===== config.mk =====
export PLATFORM = sky130hd
export DESIGN_NAME = spectrum_matrix_renderer
export DESIGN_NICKNAME = d
export VERILOG_FILES = /design/src/rtl/spectrum_matrix_renderer.sv
export SDC_FILE = /design/constraint.sdc
export NUM_CORES = 1
export LEC_CHECK = 0
export CORE_MARGIN = 2
export CORE_UTILIZATION = 51
export CTS_CLUSTER_DIAMETER = 100
export CTS_CLUSTER_SIZE = 8
export DETAILED_ROUTE_END_ITERATION = 10
export GPL_ROUTABILITY_DRIVEN = 0
export HOLD_SLACK_MARGIN = 0.08
export PLACE_DENSITY = 0.72
export SLEW_MARGIN = 20
export SYNTH_ARGS = -nofsm -noshare
export SYNTH_HDL_FRONTEND = slang
export SYNTH_SLANG_ARGS = --single-unit

===== constraint.sdc =====
create_clock -name clk_50m -period 26.1 [get_ports clk_50m]
set_input_delay 2.61 -clock clk_50m [delete_from_list [all_inputs] [get_ports clk_50m]]
set_output_delay 2.61 -clock clk_50m [all_outputs]
set_load 0.02 [all_outputs]

===== src/rtl/spectrum_matrix_renderer.sv =====
// spectrum_matrix_renderer
// Reads one magnitude per band on each frame strobe and quantises it to a bar height of
// 0..HEIGHT. It then streams BANDS*HEIGHT GRB pixels column-major to a WS2812 driver,
// with a row colour gradient and global brightness applied. Odd columns can optionally
// be emitted top-to-bottom for serpentine wiring.
// Optional feature: define SPECTRUM_RENDER_PEAK_EN for peak-hold storage, the decay
// counter and bar+peak rendering (mode 2). When undefined, mode 2 renders as a plain bar.
module spectrum_matrix_renderer #(
  parameter int BANDS      = 32,
  parameter int HEIGHT     = 8,
  parameter int ADDR_W     = 5,
  parameter int MAG_W      = 16,
  parameter int SERPENTINE = 1,
  parameter int PEAK_DECAY = 4
) (
  input  logic              clk_50m,
  input  logic              rst,
  input  logic              spec_frame_stb,
  output logic [ADDR_W-1:0] spec_rd_addr,
  output logic              spec_rd_en,
  input  logic [MAG_W-1:0]  spec_rd_data,
  input  logic              spec_rd_data_valid,
  input  logic [1:0]        mode,
  input  logic [7:0]        brightness,
  output logic [23:0]       led_data,
  output logic              valid,
  output logic              start,
  input  logic              done_bit_in,
  input  logic              done_dz_in,
  output logic              busy,
  output logic [7:0]        drop_cnt
);
  localparam int LVL_W  = $clog2(HEIGHT + 1);
  localparam int ROW_W  = $clog2(HEIGHT);
  localparam int PROD_W = MAG_W + LVL_W;

  localparam logic [2:0] ST_IDLE    = 3'd0;
  localparam logic [2:0] ST_RD_REQ  = 3'd1;
  localparam logic [2:0] ST_RD_WAIT = 3'd2;
  localparam logic [2:0] ST_START   = 3'd3;
  localparam logic [2:0] ST_EMIT    = 3'd4;
  localparam logic [2:0] ST_WAIT_DZ = 3'd5;

  localparam logic [ADDR_W-1:0] LAST_COL = ADDR_W'(BANDS - 1);
  localparam logic [ROW_W-1:0]  LAST_ROW = ROW_W'(HEIGHT - 1);
  localparam logic [ROW_W-1:0]  ROW_HALF = ROW_W'(HEIGHT / 2);
  localparam logic [ROW_W-1:0]  ROW_3Q   = ROW_W'((3 * HEIGHT) / 4);

  if (BANDS < 2 || HEIGHT < 4 || (HEIGHT % 4) != 0 || PEAK_DECAY < 1 ||
      (1 << ADDR_W) < BANDS) begin : g_param_err
    $error("spectrum_matrix_renderer: illegal parameter combination");
  end

  logic [2:0]        r_state;
  logic [ADDR_W-1:0] r_band;
  logic [ADDR_W-1:0] r_col;
  logic [ROW_W-1:0]  r_row;
  logic [1:0]        r_mode;
  logic [7:0]        r_bright;
  logic              r_busy;
  logic              r_start;
  logic              r_rd_en;
  logic [ADDR_W-1:0] r_rd_addr;
  logic [23:0]       r_led;
  logic              r_valid;
  logic [7:0]        r_drop;
  logic [LVL_W-1:0]  r_level [BANDS];

  logic [LVL_W-1:0]  w_level;
  logic [ADDR_W-1:0] w_ncol;
  logic [ROW_W-1:0]  w_nrow;
  logic [ROW_W-1:0]  w_prow;
  logic              w_last;
  logic [23:0]       w_pix;

  // mag*(HEIGHT+1) never overflows PROD_W bits, so the top LVL_W bits are the level.
  assign w_level = LVL_W'((PROD_W'(spec_rd_data) * PROD_W'(HEIGHT + 1)) >> MAG_W);
  assign w_last  = (r_col == LAST_COL) && (r_row == LAST_ROW);

  // Brightness 255 means full scale, so a saturated channel reaches 0xFF.
  function automatic logic [7:0] f_scale(input logic [7:0] c, input logic [7:0] br);
    logic [15:0] p;
    p = {8'd0, c} * {8'd0, br};
    return (br == 8'hFF) ? c : 8'(p >> 8);
  endfunction

  // Index of the pixel to load next: pixel 0 from START, otherwise the successor of r_col/r_row.
  always_comb begin
    w_ncol = '0;
    w_nrow = '0;
    if (r_state == ST_EMIT) begin
      if (r_row == LAST_ROW) begin
        w_ncol = r_col + ADDR_W'(1);
      end else begin
        w_ncol = r_col;
        w_nrow = r_row + ROW_W'(1);
      end
    end
  end

  assign w_prow = (SERPENTINE != 0 && w_ncol[0]) ? (LAST_ROW - w_nrow) : w_nrow;

`ifdef SPECTRUM_RENDER_PEAK_EN
  localparam int FC_W = (PEAK_DECAY > 1) ? $clog2(PEAK_DECAY) : 1;

  logic [LVL_W-1:0] r_peak [BANDS];
  logic [FC_W-1:0]  r_fcnt;
  logic             w_tick;

  assign w_tick = (r_fcnt == FC_W'(PEAK_DECAY - 1));

  // Peak hold per band; decay is applied only in frames where the frame counter ticks.
  always_ff @(posedge clk_50m or posedge rst) begin
    if (rst) begin
      r_fcnt <= '0;
      for (int i = 0; i < BANDS; i++) r_peak[i] <= '0;
    end else if (r_state == ST_RD_WAIT && spec_rd_data_valid) begin
      if (w_level > r_peak[r_band]) begin
        r_peak[r_band] <= w_level;
      end else if (w_tick && r_peak[r_band] > w_level) begin
        r_peak[r_band] <= r_peak[r_band] - LVL_W'(1);
      end
      if (r_band == LAST_COL) r_fcnt <= w_tick ? '0 : r_fcnt + FC_W'(1);
    end
  end
`endif

  // Pixel colour for (w_ncol, w_prow): gradient base, lit mask, optional white peak, scaling.
  always_comb begin
    logic [LVL_W-1:0] lvl;
    logic [LVL_W-1:0] row_l;
    logic             lit;
    logic [7:0]       g;
    logic [7:0]       r;
    logic [7:0]       b;
    lvl   = r_level[w_ncol];
    row_l = LVL_W'(w_prow);
    lit   = (r_mode == 2'd1) ? ((lvl != '0) && (row_l + LVL_W'(1) == lvl)) : (row_l < lvl);
    b     = 8'h00;
    if (w_prow < ROW_HALF) begin
      g = 8'hFF;
      r = 8'h00;
    end else if (w_prow < ROW_3Q) begin
      g = 8'hFF;
      r = 8'hFF;
    end else begin
      g = 8'h00;
      r = 8'hFF;
    end
    if (!lit) begin
      g = 8'h00;
      r = 8'h00;
    end
`ifdef SPECTRUM_RENDER_PEAK_EN
    if (r_mode == 2'd2 && r_peak[w_ncol] > lvl && row_l + LVL_W'(1) == r_peak[w_ncol]) begin
      g = 8'hFF;
      r = 8'hFF;
      b = 8'hFF;
    end
`endif
    w_pix = {f_scale(g, r_bright), f_scale(r, r_bright), f_scale(b, r_bright)};
  end

  // Frame sequencer: band reads, start pulse, pixel handshake, wait for the driver's reset gap.
  always_ff @(posedge clk_50m or posedge rst) begin
    if (rst) begin
      r_state   <= ST_IDLE;
      r_band    <= '0;
      r_col     <= '0;
      r_row     <= '0;
      r_mode    <= '0;
      r_bright  <= '0;
      r_busy    <= 1'b0;
      r_start   <= 1'b0;
      r_rd_en   <= 1'b0;
      r_rd_addr <= '0;
      r_led     <= '0;
      r_valid   <= 1'b0;
      r_drop    <= '0;
      for (int i = 0; i < BANDS; i++) r_level[i] <= '0;
    end else begin
      r_rd_en <= 1'b0;
      if (spec_frame_stb && r_state != ST_IDLE && r_drop != 8'hFF) r_drop <= r_drop + 8'd1;
      case (r_state)
        ST_IDLE: begin
          if (spec_frame_stb) begin
            r_mode   <= mode;
            r_bright <= brightness;
            r_busy   <= 1'b1;
            r_band   <= '0;
            r_state  <= ST_RD_REQ;
          end
        end
        ST_RD_REQ: begin
          r_rd_addr <= r_band;
          r_rd_en   <= 1'b1;
          r_state   <= ST_RD_WAIT;
        end
        ST_RD_WAIT: begin
          if (spec_rd_data_valid) begin
            r_level[r_band] <= w_level;
            if (r_band == LAST_COL) begin
              r_start <= 1'b1;
              r_state <= ST_START;
            end else begin
              r_band  <= r_band + ADDR_W'(1);
              r_state <= ST_RD_REQ;
            end
          end
        end
        ST_START: begin
          // Pixel 0 is registered here so valid rises together with entry to EMIT.
          r_start <= 1'b0;
          r_led   <= w_pix;
          r_valid <= 1'b1;
          r_col   <= '0;
          r_row   <= '0;
          r_state <= ST_EMIT;
        end
        ST_EMIT: begin
          if (done_bit_in) begin
            if (w_last) begin
              r_valid <= 1'b0;
              r_state <= ST_WAIT_DZ;
            end else begin
              r_col <= w_ncol;
              r_row <= w_nrow;
              r_led <= w_pix;
            end
          end
        end
        ST_WAIT_DZ: begin
          if (done_dz_in) begin
            r_busy  <= 1'b0;
            r_state <= ST_IDLE;
          end
        end
        default: r_state <= ST_IDLE;
      endcase
    end
  end

  assign spec_rd_addr = r_rd_addr;
  assign spec_rd_en   = r_rd_en;
  assign led_data     = r_led;
  assign valid        = r_valid;
  assign start        = r_start;
  assign busy         = r_busy;
  assign drop_cnt     = r_drop;

endmodule


After elaboration in Yosys (flattened, before gate mapping)
Cells that the tools add are included.
- bits in registers: 195
- bits of input ports: 32
- output and inout bits: 41
- logic and storage cells: 151
- $add $sub $neg: 6
- multipliers: 3
- $lt $le $gt $ge: 6
- equality and inequality tests: 20
- multiplexer cells: 49
- bitwise operators: 2
- reduce and logical (&&, ||, !) cells: 20
- operator list (cell ; count):
    bitwise mux 128 bit ; 1
    two-way mux 8 bit ; 7
    two-way mux 24 bit ; 2
    one-hot mux 24 bit (2 select lines) ; 1
    two-way mux 5 bit ; 7
    multiplier 8 x 8 -> 16 bit ; 2
    two-way mux 3 bit ; 10
    binary-select mux 4 bit (select 5 bit) ; 1
    demux 4 bit (select 5 bit) ; 1
    multiplier 16 x 4 -> 20 bit, second input constant ; 1
    one-hot mux 5 bit (2 select lines) ; 2
    one-hot mux 3 bit (6 select lines) ; 1
    inequality test 2 bit, second input constant ; 8
    >= comparator 6 bit, second input constant ; 2
    two-way mux 4 bit ; 3
    inverter 5 -> 6 bit ; 2
    AND reduction 3 bit ; 4
    adder 5 x 1 -> 5 bit, second input constant ; 2
    equality test 5 bit, second input constant ; 2
    equality test 3 bit, second input constant ; 3
    adder 8 x 1 -> 8 bit, second input constant ; 1
    equality test 8 bit, second input constant ; 1
    two-way mux 1 bit ; 8
    inequality test 8 bit, second input constant ; 1
    21 further kinds ; 33

Logic depth before layout (Yosys ltp)
- word-level depth: 16
- mapped depth: 38
- mapped depth without buffers: 33

Worst setup path before layout
No wires, ideal clock.
- kind: register to register
- start point: register r_row[0]
- end point: register r_led[23] (netlist: led_data[23])
- data arrival time: 8440 ps
- required time: 25974 ps
- slack: 17535 ps
- stages on the path, launching flop included: 34
- period minus slack after synthesis: 8565 ps
- cell sequence: dfrtp_1 ha_1 ha_1 buf_2 buf_2 mux2i_1 nor2_1 clkbuf_1 nand2_1 a311oi_1 o21ai_0 a211oi_1 ha_1 nand2b_1 o221a_1 o41a_1 nor3_1 buf_2 nand2_1 fa_1 fa_1 inv_1 fa_1 fa_1 inv_1 ha_1 and3_1 a211oi_1 a21oi_1 nor3_1 o21bai_1 xnor2_1 a21oi_1 a21oi_1
- word-level cells in the longest chain between the ends: 16
- elaborated cells on any way between the ends: 31
- classes of those cells: add/sub (3); mul (1); order compare (3); eq/ne (3); mux (16); bitwise (1); reduce/logical (4)
- RTL lines (item ; line ; source):
    start: declaration ; 57 ; logic [ROW_W-1:0] r_row;
    start signal: assignment ; 227 ; r_row <= w_nrow;
    parallel branches: the longest is 16 deep, another holds multiplier 8 x 8 -> 16 bit ; - ;
    end signal: assignment ; 214 ; r_led <= w_pix;
    end signal: assignment ; 228 ; r_led <= w_pix;
    end: declaration ; 64 ; logic [23:0] r_led;
Several ways; the timed one is not identified. The select of a mux whose other input is x is not followed.
A chain may end at the register's enable or synchronous reset.

Final worst setup path
- start point: register r_row[0]
- end point: register r_led[15] (netlist: led_data[15])
Same word-level chain as after synthesis.

==> results by stage <==
Clock network:
- The source-to-sink clock delay at the later pin of the worst-skew pair is ~450 ps.
- Clock tree synthesis inserted a total of 17 buffers.
- Buffers inserted to repair hold after CTS numbered 0.
- The maximum clock path buffer count is 2.
- After clock tree synthesis, the setup repair step added 0 buffers.
- The post-cts gate resize count is 0.
- The CTS root buffer is clkbuf_16.
- The total number of clock tree sinks is roughly 190.
- The TritonCTS clock tree is done.
- Clock-pin slew was measured on the worst setup and hold paths at roughly 70 ps.
- The level count of the clock H-tree is 4.

Detailed routing:
- The detailed-router iteration count before antenna repair is 5.
- The count of unresolved DRC violations after routing is 0.
- The mean routed wirelength per cell is 19.35 um.
- The via count of the routed design is 10,070.
- Dividing the detail-routed via count by the number of cells gives around 6.0.
- The first routing iteration left between 900 and 1,000 violations.
- The remaining number of nets flagged by the antenna check after routing is 0.
- For this block, the routed nets add up to approximately 33,000 um of wire.

GRT:
- The first global-routing pass estimated 53,270 um of wire.
- The initial antenna violation count was 0.
- The total routing resource utilization after global routing is 0.2598.
- Summed over all layers, the global routing overflow is 0.
- The pin count of the biggest net entering global routing is roughly 120.
- The met1 track demand over resource in global routing is 0.3454.
- The met3 track utilization from global routing is 0.04675.
- The via count of the first global-routing pass is between 10,000 and 15,000.
- The met2 global-route usage is 0.4278.
- met2 is the most crowded layer.

Worst setup path:
- The worst setup path is launched from a register.
- The number of cells traversed by the worst register-to-register path is 31.
- The critical path buffer and inverter count is 3.
- In this run the critical register-to-register path is launched from r_row[0].
- On the critical path, the stage with the largest delay is an instance of nor2_1.
- The reg2reg setup slack is 15,800 ps.
- On the worst path, the slowest cell contributes a delay of 870 ps.
- The peak fanout along the critical path is 21.
- At the worst endpoint, the arrival time is around 11,000 ps.
- The kind of cell with the highest combined delay along the critical path is adder cells.
- The critical setup path kind is reg2reg.
- The endpoint identified for the worst register-to-register timing path is led_data[15].
- Data on the critical path is required at its endpoint by 26,460 ps.
- The critical path runs through a total of 31 cells.
- The nature of the critical path endpoint is a register.

Logic synthesis:
- Of the total synthesized cell area, the portion taken by XOR and XNOR cells is 0.02246.
- The largest family of logic cells by synthesized area is adder cells.
- Yosys attributes the largest share of cell area to dfrtp_1 38%, ha_1 11%, nand2_1 6.8%, fa_1 6.8%, o31ai_1 4.0%.
- Of all cell types, the one taking the most synthesized area is dfrtp_1.
- The commonest cells after synthesis are 225 x nand2_1, 187 x dfrtp_1, 108 x ha_1.
- The synthesized-area fraction occupied by ao, oa, aoi and oai cells is 0.1679.
- The fraction of the yosys area taken by sequential cells is 0.3766.
- The post-synthesis instance total is between 1,000 and 1,500.
- The cell with the most instances after synthesis is nand2_1.
- After synthesis, the share of flip-flops with an asynchronous set or reset is 1.000.
- The portion of synthesized area spent on multiplexers is 0.04119.
- The area share of the largest cell type after synthesis is 0.3766.
- The predominant post-synthesis flop cell is dfrtp_1.
- After synthesis the netlist holds a flip-flop and latch count of roughly 190.
- The arithmetic-cell share of the synthesized area counting full adders, half adders and majority gates is 0.1764.
- Summing every instance area after synthesis gives about 12,000 sq um.
- The mean post-synth cell area is between 9 and 10 sq um.
- The count of flip-flops with a built-in enable after synthesis is 0.
- After synthesis, the netlist uses 76 different library cells.
- Of the total synthesized cell area, the portion taken by AND, OR, NAND and NOR gates is 0.1644.
- The warning count from the yosys run is 0.

Pwr:
- Power spread over the standard cell area amounts to approximately 150 nW/um^2.
- The clock power share is 0.125.
- The power spent charging and discharging nets is around 1000 uW.
- The largest voltage drop on the vdd net is between 0.0002 and 0.00025 V.
- Of the total power, registers draw 0.177.
- The cell-internal power is around 1100 uW.
- The part of the power in combinational logic is 0.697.
- The leakage dissipation is ~0.0064 uW.
- The proportion of total power due to net switching is 0.4720.

STA:
- At the pin with the least slew margin, the transition time is between 1000 and 1500 ps.
- The number of failing setup endpoints in the final timing report is 0.
- The worst pin sits at a relative slew slack of 0.2357.
- The worst hold slack across all endpoints is roughly 480 ps.
- The count of final hold-check violations is 0.
- The worst clock skew is 14.13 ps.
- Dividing the final minimum period by the clock period gives 0.3945.
- Derived from the worst setup path, the maximum achievable clock frequency is 0.09713 GHz.
- The final total negative setup slack is 0 ps.
- The count of pins over their slew limit is 0.
- The time the final worst path needs with I/O delays and setup is approximately 10,000 ps.
- Setup repair after global routing left no endpoint under its margin.

Status:
- The run finished with clean final reports.

Finish:
- The number of diodes added for antenna fixing is 0.
- The final layout net count is 1,528.
- From synthesis to final layout, the design area changed by 12.44%.
- The final instance area is 13,970 sq um.
- The fraction of layout cells with a size suffix above 1 is 0.06917.

Floorplan:
- The floorplan die area is 25,630 sq um.
- In this run the core area contains 57 standard-cell rows.
- The initial utilization of the core area, before any placement, comes to 0.5154.
- The area inside the core boundary is approximately 24,000 sq um.
- In this run the vertical extent of the chip is about 160 um.
- The number of top-level pins is 73.
- The width of the die is roughly 160 um.

Min path:
- The path type of the worst min-delay path is reg2reg.
- The hold path startpoint is r_level[66].
- The worst hold path passes through 2 cells.
- The end of the worst hold path is r_level[66].

Flow run:
- The number of max-capacitance violations reported is 0.

Place:
- In this run the cell area measured after placement is 13,330 sq um.
- The wire-length estimate of the detail-placed layout is approximately 22,000 um.
- Port buffering added 64 buffers.
[flip-flops by register name, summed over array words and instances, names as in the netlist, 2 cells and up]
| signal | count |
|---|---|
| drop_cnt | 8 |
| spec_rd_addr | 5 |
| r_level | 128 |
| r_bright | 8 |
| r_row | 3 |
| r_state | 3 |
| r_col | 5 |
| led_data | 16 |
| r_band | 5 |
| r_mode | 2 |
[placed cells by master (no fill, tap or decap), types with 22 or more instances in the layout]
cell type | synthesis | routed
and3_1 | 22 | 22
mux2_2 | 23 | 23
a211oi_1 | 22 | 22
clkdlybuf4s50_1 | 0 | 64
dfrtp_1 | 187 | 187
nand2_1 | 225 | 225
nor2_1 | 57 | 57
ha_1 | 108 | 108
fa_1 | 42 | 42
o21ai_0 | 94 | 94
o31ai_1 | 67 | 67
inv_1 | 82 | 81
a21oi_1 | 36 | 36
[metrics by stage]
step / std cells / utilization / total power [uW] / setup WS, ps
after floorplan: 1323 / - / 1526 / 17530
after global placement: 1650 / 0.5530 / 1782 / 16440
after detailed placement: 1650 / 0.5530 / 1835 / 16100
after CTS: 1682 / 0.5784 / 2133 / 15960
after global routing: 1683 / 0.5795 / 2367 / 15080
final: 1683 / 0.5795 / 2119 / 15800
[power by group through the flow]
stage                     Sequential [uW]  Combinational [uW]  Clock (uW)
final                                 375                1480         266
after floorplan                       382                1140           0
after CTS                             375                1490         268
after global routing                  382                1710         281
after global placement                378                1400           0
after detailed placement              380                1460           0
[worst max-delay path by stage]
stage,end,start
finish,led_data[15],r_row[0]
global route,led_data[15],r_row[0]
CTS,led_data[15],r_row[0]
detailed placement,led_data[15],r_row[0]
global placement,led_data[15],r_row[0]
floorplan,led_data[23],r_row[0]
[worst reg2reg max path: cells and delay by family, from the launching register on]
kind	cells	cell delay, ps
compound gates	11	3070
buf+inv	3	410
simple gates	7	2180
mux	1	170
flops	1	420
fa+ha+maj	8	3810
xor+xnor	1	140
[logic make-up after synthesis]
family | Yosys count
xor+xnor | 31
compound gates | 316
fa+ha+maj | 150
simple gates | 433
mux | 42
flops | 187
other cells | 1
buf+inv | 156
[cell type report]
| cell class | instances | area [sq um] |
|---|---|---|
| inverters | 82 | 315.3 |
| fillers | 2104 | 10140 |
| multi-input cells | 980 | 7193 |
| clock buffers | 18 | 439.2 |
| well taps | 324 | 405.4 |
| flip-flops and latches | 187 | 4679 |
| repair buffers | 78 | 765.7 |
| clock inverters | 14 | 171.4 |
[metal layers]
layer / wire length (um) / up-vias
met4: 1248 / 0
met1: 13910 / 4902
met5: 0 / -
li1: - / 4717
met3: 2035 / 94
met2: 15360 / 356
Note: power is estimated with default switching activity, not from simulation.
